`src/rtl/zx_int_pkg.sv`:
```
// rtl/zx_int_pkg.sv - shared state encoding, source codes and priority encoder for zx_int_ctrl
package zx_int_pkg;

    typedef enum logic [1:0] {
        ST_IDLE    = 2'd0,
        ST_ASSERT  = 2'd1,
        ST_HOLDOFF = 2'd2
    } state_e;

    localparam logic [1:0] SRC_NONE  = 2'b00;
    localparam logic [1:0] SRC_W5300 = 2'b01;
    localparam logic [1:0] SRC_SL811 = 2'b10;
    localparam logic [1:0] SRC_INT   = 2'b11;

    // Fixed priority: W5300 over SL811 over internal.
    function automatic logic [1:0] prio_src(input logic rw, input logic rs, input logic ri);
        if (rw) begin
            return SRC_W5300;
        end else if (rs) begin
            return SRC_SL811;
        end else if (ri) begin
            return SRC_INT;
        end
        return SRC_NONE;
    endfunction

endpackage

```
`src/rtl/zx_sync2.sv`:
```
// rtl/zx_sync2.sv - two-flop synchroniser with async reset to a selectable inactive level
module zx_sync2 #(
    parameter logic RST_VAL = 1'b0
) (
    input  logic clk,
    input  logic rst,
    input  logic d,
    output logic q
);

    logic meta_q;
    logic sync_q;

    always_ff @(posedge clk or posedge rst) begin
        if (rst) begin
            meta_q <= RST_VAL;
            sync_q <= RST_VAL;
        end else begin
            meta_q <= d;
            sync_q <= meta_q;
        end
    end

    assign q = sync_q;

endmodule

```
`src/rtl/zx_int_ctrl.sv`:
```
// rtl/zx_int_ctrl.sv - ZX bus /INT pulse scheduler; ZX_INT_STATS_EN adds the delivered-interrupt counter
module zx_int_ctrl
    import zx_int_pkg::*;
#(
    parameter int INT_LEN     = 32,
    parameter int HOLDOFF_LEN = 8
) (
    input  logic       clk,
    input  logic       rst,
    input  logic       w5300_int_n,
    input  logic       sl811_intrq,
    input  logic       internal_int,
    input  logic       ena_w5300_int,
    input  logic       ena_sl811_int,
    input  logic       ena_zxbus_int,
    input  logic       zx_m1_n,
    input  logic       zx_iorq_n,
    output logic       int_n,
    output logic [1:0] int_src,
    output logic       int_ack,
    output logic       int_timeout,
    output logic [7:0] int_count,
    input  logic       stats_clr
);

    localparam int CNT_MAX = (INT_LEN > HOLDOFF_LEN) ? INT_LEN : HOLDOFF_LEN;
    localparam int CW      = (CNT_MAX > 1) ? $clog2(CNT_MAX) : 1;

    logic w5300_n_s, sl811_s, internal_s, m1_n_s, iorq_n_s;

    zx_sync2 #(.RST_VAL(1'b1)) u_sync_w5300 (.clk(clk), .rst(rst), .d(w5300_int_n),  .q(w5300_n_s));
    zx_sync2 #(.RST_VAL(1'b0)) u_sync_sl811 (.clk(clk), .rst(rst), .d(sl811_intrq),  .q(sl811_s));
    zx_sync2 #(.RST_VAL(1'b0)) u_sync_int   (.clk(clk), .rst(rst), .d(internal_int), .q(internal_s));
    zx_sync2 #(.RST_VAL(1'b1)) u_sync_m1    (.clk(clk), .rst(rst), .d(zx_m1_n),      .q(m1_n_s));
    zx_sync2 #(.RST_VAL(1'b1)) u_sync_iorq  (.clk(clk), .rst(rst), .d(zx_iorq_n),    .q(iorq_n_s));

    logic rw, rs, ri, any_req, ack_det;

    // Enables are used raw so a change in IDLE acts in the same cycle.
    assign rw      = ~w5300_n_s & ena_w5300_int;
    assign rs      = sl811_s & ena_sl811_int;
    assign ri      = internal_s;
    assign any_req = (rw | rs | ri) & ena_zxbus_int;
    assign ack_det = ~m1_n_s & ~iorq_n_s;

    state_e        state_q, state_d;
    logic [CW-1:0] cnt_q, cnt_d;
    logic          int_n_q, int_n_d;
    logic [1:0]    src_q, src_d;
    logic          ack_q, ack_d;
    logic          to_q, to_d;

    always_comb begin
        state_d = state_q;
        cnt_d   = cnt_q;
        int_n_d = int_n_q;
        src_d   = src_q;
        ack_d   = 1'b0;
        to_d    = 1'b0;
        case (state_q)
            ST_IDLE: begin
                if (any_req) begin
                    state_d = ST_ASSERT;
                    int_n_d = 1'b0;
                    src_d   = prio_src(rw, rs, ri);
                    cnt_d   = CW'(INT_LEN - 1);
                end
            end
            ST_ASSERT: begin
                // Acknowledge beats timeout, which beats a global disable.
                if (ack_det || cnt_q == '0 || !ena_zxbus_int) begin
                    state_d = ST_HOLDOFF;
                    int_n_d = 1'b1;
                    cnt_d   = CW'(HOLDOFF_LEN - 1);
                    ack_d   = ack_det;
                    to_d    = ~ack_det & (cnt_q == '0);
                end else begin
                    cnt_d = cnt_q - 1'b1;
                end
            end
            ST_HOLDOFF: begin
                if (cnt_q == '0) begin
                    state_d = ST_IDLE;
                end else begin
                    cnt_d = cnt_q - 1'b1;
                end
            end
            default: begin
                state_d = ST_IDLE;
                int_n_d = 1'b1;
            end
        endcase
    end

    always_ff @(posedge clk or posedge rst) begin
        if (rst) begin
            state_q <= ST_IDLE;
            cnt_q   <= '0;
            int_n_q <= 1'b1;
            src_q   <= SRC_NONE;
            ack_q   <= 1'b0;
            to_q    <= 1'b0;
        end else begin
            state_q <= state_d;
            cnt_q   <= cnt_d;
            int_n_q <= int_n_d;
            src_q   <= src_d;
            ack_q   <= ack_d;
            to_q    <= to_d;
        end
    end

    assign int_n       = int_n_q;
    assign int_src     = src_q;
    assign int_ack     = ack_q;
    assign int_timeout = to_q;

`ifdef ZX_INT_STATS_EN
    logic [7:0] count_q, count_d;

    // Counts on the edge that closes the int_ack cycle; a clear in that cycle wins.
    always_comb begin
        count_d = count_q;
        if (stats_clr) begin
            count_d = '0;
        end else if (ack_q && count_q != 8'hFF) begin
            count_d = count_q + 8'd1;
        end
    end

    always_ff @(posedge clk or posedge rst) begin
        if (rst) begin
            count_q <= '0;
        end else begin
            count_q <= count_d;
        end
    end

    assign int_count = count_q;
`else
    logic unused_stats_clr;
    assign unused_stats_clr = stats_clr;
    assign int_count        = '0;
`endif

endmodule

```
`config.mk`:
```
export PLATFORM = sky130hd
export DESIGN_NAME = zx_int_ctrl
export DESIGN_NICKNAME = d
export VERILOG_FILES = /design/src/rtl/zx_int_pkg.sv /design/src/rtl/zx_sync2.sv /design/src/rtl/zx_int_ctrl.sv
export SDC_FILE = /design/constraint.sdc
export NUM_CORES = 1
export LEC_CHECK = 0
export ABC_AREA = 1
export CAP_MARGIN = 40
export CORE_MARGIN = 4
export CORE_UTILIZATION = 35
export DETAILED_ROUTE_END_ITERATION = 16
export PLACE_DENSITY_LB_ADDON = 0.3
export SKIP_LAST_GASP = 1
export SLEW_MARGIN = 20
export SYNTH_ARGS = -nofsm -noshare
export SYNTH_HDL_FRONTEND = slang
export SYNTH_SLANG_ARGS = --single-unit
```
`constraint.sdc`:
```
create_clock -name clk -period 1.3 [get_ports clk]
set_clock_uncertainty 0.15 [all_clocks]
set_input_delay 0.26 -clock clk [delete_from_list [all_inputs] [get_ports clk]]
set_output_delay 0.26 -clock clk [all_outputs]
set_load 0.01 [all_outputs]
```
==> metrics.md, run 1 <==
| Metric | Value |
|---|---|
| Maximum vdd drop | 0.000908 V |
| Average instance area after synthesis | 9.10 um2 |
| First-pass GRT wire length | 3.87 mm |
| # port buffers | 14 |
| Critical path data arrival time | 1530 ps |
| Clock root buffer | sky130_fd_sc_hd__clkbuf_4 |
| Crit share post-route | 112% |
| Detailed Routing Iterations Pass 1 | 4 |
| Net Sw Frac | 38.2% |
| Total of endpoints with negative setup slack in the final report | 11 |
| Non-Filler Cell Area, Final | 1610 um2 |
| Floorplan die height | 64.1 um |
| Post-Layout Cell Count | 206 |
| Pins over their slew limit | 0 |
| Share of power burned in combinational logic | 55.0% |
| Area growth from synthesis to final layout | 46.6% |
| Proportion of power drawn by the clock network | 15.6% |
| Max-Cap Viols | 0 |
| Power per Cell Area | 2130 nW/um2 |
| Routed WL | 2.19 mm |
| Sink Count | 22 |
| Timing-limited maximum frequency | 684 MHz |
| Post-placement setup slack | -430 ps |
| Mapped Area | 1100 um2 |
| Total CTS buffers | 3 |
| Detailed-route via count | 873 |
| Final core utilization | 53.3% |
| Starting density of the core | 36.4% |
| Startpoint of the worst-slack reg-to-reg timing path | state_q[1] |
| Layout cells sized above 1 | 43.8% |
| Number of global-route vias before repair | 891 |
| Full die area | 4110 um2 |
| Final Critical Period | 1460 ps |
| Dpl cells | 192 |
| Kind of capture point of the worst setup path | flop |
| Buffering stage count on the worst path with inverters included | 2 |
| Violations in the final reports | setup timing |
| Delay of the slowest cell on the worst path | 460 ps |
| Part of the total power dissipated in sequential elements | 29.3% |
| Placement Rows | 20 |
| Outcome | finished with violations |
| WHS | 69.7 ps |
| Number of distinct standard cells referenced by the synthesized netlist | 22 |
| Worst reg-to-reg path cell count | 7 |
| CTS tree | yes |
| Warning count from the yosys run | 0 |
| Cell mode on critical path | sky130_fd_sc_hd__nand2_1 |
| Clock network latency to the later pin of the worst-skew pair | 330 ps |
| Sequential fraction of the synthesis area | 50.8% |
| Maximum buffer depth of the clock tree | 2 |
| Crit-path slowest cell | sky130_fd_sc_hd__dfrtp_1 |
| Post-DP Area | 1410 um2 |
| Number of violations reported at the end of detailed-routing iteration 0 | 39 |
| Type of the setup path with the least slack | reg2reg |
| Worst reg-to-reg setup slack | -160 ps |
| Routability cong. | 0.826 |
| WP data required | 1370 ps |
| RSZ-0062 raised after global routing | true |
| Internal | 2.13 mW |
| Largest net degree at the start of global routing | 23 |
| Vias per inst | 4.24 |
| Area inside the core boundary | 3030 um2 |
| Total power after layout | 3.44 mW |
| Post-detailed-route wirelength per cell | 10.6 um |
| Number of storage elements in the synthesis netlist | 22 |
| Cell count after synthesis | 121 |
| Post-DRT Antenna Nets | 0 |
| Min-delay worst type | in2async |
| Cell type group with the largest total delay on the critical path | flip-flops |
| Final #Nets | 179 |
| Setup_tns | -977 ps |
| GR Util All Layers | 12.5% |
| Number of antenna violations at the first check in global routing | 0 |
| Endpoints failing hold | 0 |
| DIE WIDTH | 64.1 um |
| Endpoint of the worst register-to-register path | cnt_q[1] |
| Ports placed on the boundary | 24 |
| Number of antenna repair diodes | 0 |
| Global-route congestion overflow total | 0 |
| Critical path peak fanout | 5 |
| Post-CTS clock slew at the launch and capture registers of the worst setup and hold paths | 140 ps |
| Post-route DRC violation count | 0 |
| Number of levels in the clock H-tree | 1 |
| CP Launch Type | flop |
| Half-perimeter wire length after placement | 1.52 mm |
| Critical-path cell list | buf_6, ha_4, inv_4, nor2_4, nand3b_4, nand2_1, nand2_1 |
| Switching pwr | 1.31 mW |
| Standby leakage power | 0.786 nW |
| Slack of the critical path | -161 ps |
==> power by group through the flow <==
stage / clock network, mW / registers, mW / logic [mW]
finish: 0.538 / 1.01 / 1.89
CTS: 0.549 / 1.00 / 1.86
global placement: 0 / 1.01 / 1.56
floorplan: 0 / 1.04 / 1.01
detailed placement: 0 / 1.02 / 1.59
global route: 0.586 / 1.03 / 2.16
==> placed cells by master, fill, tap and decap left out, drive strengths merged <==
cell type       n
o21a            1
conb            8
dfstp           7
nand3b          1
nand2          38
o21ai           7
nor2            7
xnor2           1
buf            29
a21oi           4
nor3            2
bufinv          1
xor2            1
clkdlybuf4s50   9
ha              5
dfrtp          15
clkbuf          3
nand3           6
inv            17
==> area by class of cell <==
type / instances / area, um2
Sequential cell: 22 / 559
Multi-Input combinational cell: 81 / 552
Timing Repair Buffer: 38 / 329
Clock buffer: 3 / 22.5
Fill cell: 265 / 1410
Inverter: 17 / 66.3
Tap cell: 44 / 55.1
Clock inverter: 1 / 30.0
==> kinds of logic (layout without fill, tap and decap cells) <==
group,after synthesis,count (layout),synth area share [%]
adder cells (fa/ha/maj),5,5,5.68
AO/OA/AOI/OAI,12,12,5.68
buffers and inverters,25,59,11.3
flip-flops,22,22,50.8
AND/OR/NAND/NOR,54,54,24.7
other,1,8,0.341
XOR/XNOR,2,2,1.59
==> worst min-delay path, delay by kind of cell <==
kind,cells,cell delay [ps]
buf+inv,3,650
==> timing repair <==
item / 4_1_cts / 5_1_grt
gates resized for setup: 43 / 2
hold buffers: 0 / 0
setup buffers: 8 / 2
setup endpoints to repair: 17 / 16
pin swaps: 6 / 3
cloned: 0 / 0
==> how the worst max path moves through the flow <==
stage,cells after the start,start,to,slack [ps]
final,7,state_q[1],cnt_q[1],-160
after global routing,8,cnt_q[1],cnt_q[2],-240
after global placement,9,ena_sl811_int,cnt_q[0],-380
after detailed placement,9,ena_w5300_int,cnt_q[1],-430
after CTS,8,cnt_q[0],cnt_q[0],-120
after floorplan,7,u_sync_iorq.q,cnt_q[0],-7
==> metal layers <==
layer / GRT usage (%) / up-vias / share of wire [%]
met5: 0 / - / 0
met4: 8.18 / 0 / 3.1
met3: 4.04 / 7 / 4.9
met2: 18.6 / 21 / 47
met1: 15.4 / 408 / 45
li1: - / 437 / -
==> synthesized netlist by cell type <==
| cell | instances | area, um2 |
|---|---|---|
| sky130_fd_sc_hd__dfrtp_1 | 15 | 375 |
| sky130_fd_sc_hd__nor2_1 | 4 | 15.0 |
| sky130_fd_sc_hd__nand3_1 | 3 | 15.0 |
| sky130_fd_sc_hd__o21ai_1 | 7 | 35.0 |
| sky130_fd_sc_hd__conb_1 | 1 | 3.75 |
| sky130_fd_sc_hd__buf_4 | 8 | 60.1 |
| sky130_fd_sc_hd__nand2_2 | 3 | 18.8 |
| sky130_fd_sc_hd__dfstp_2 | 7 | 184 |
| sky130_fd_sc_hd__nand3b_4 | 1 | 20.0 |
| sky130_fd_sc_hd__ha_1 | 5 | 62.6 |
| sky130_fd_sc_hd__inv_2 | 2 | 7.51 |
| sky130_fd_sc_hd__o21a_1 | 1 | 7.51 |
| sky130_fd_sc_hd__xnor2_1 | 1 | 8.76 |
| sky130_fd_sc_hd__nand3_4 | 1 | 17.5 |
| sky130_fd_sc_hd__nand2_1 | 35 | 131 |
| sky130_fd_sc_hd__nor3_1 | 2 | 10.0 |
| sky130_fd_sc_hd__a21oi_1 | 4 | 20.0 |
| sky130_fd_sc_hd__inv_1 | 15 | 56.3 |
| sky130_fd_sc_hd__nand3_2 | 2 | 20.0 |
| sky130_fd_sc_hd__nor2_2 | 2 | 12.5 |
| sky130_fd_sc_hd__xor2_1 | 1 | 8.76 |
| sky130_fd_sc_hd__nor2_4 | 1 | 11.3 |
==> state kept, by name, indices dropped and copies added, names as in the netlist <==
register,flops
u_sync_sl811.q,1
u_sync_w5300.meta_q,1
u_sync_int.q,1
u_sync_iorq.q,1
u_sync_m1.meta_q,1
int_n,1
u_sync_sl811.meta_q,1
u_sync_int.meta_q,1
int_src,2
u_sync_w5300.q,1
int_timeout,1
u_sync_m1.q,1
state_q,2
int_ack,1
cnt_q,5
u_sync_iorq.meta_q,1
(Power assumes the default switching activity.)
==> run 2: changes to the inputs <==
--- a/config.mk
+++ b/config.mk
@@ -10,6 +10,7 @@
 export CORE_MARGIN = 4
 export CORE_UTILIZATION = 35
 export DETAILED_ROUTE_END_ITERATION = 16
+export HOLD_SLACK_MARGIN = 0.06
 export PLACE_DENSITY_LB_ADDON = 0.3
 export SKIP_LAST_GASP = 1
 export SLEW_MARGIN = 20
==> results of run 2 <==
Final layout, timing and power as in run 1 (identical DEF).
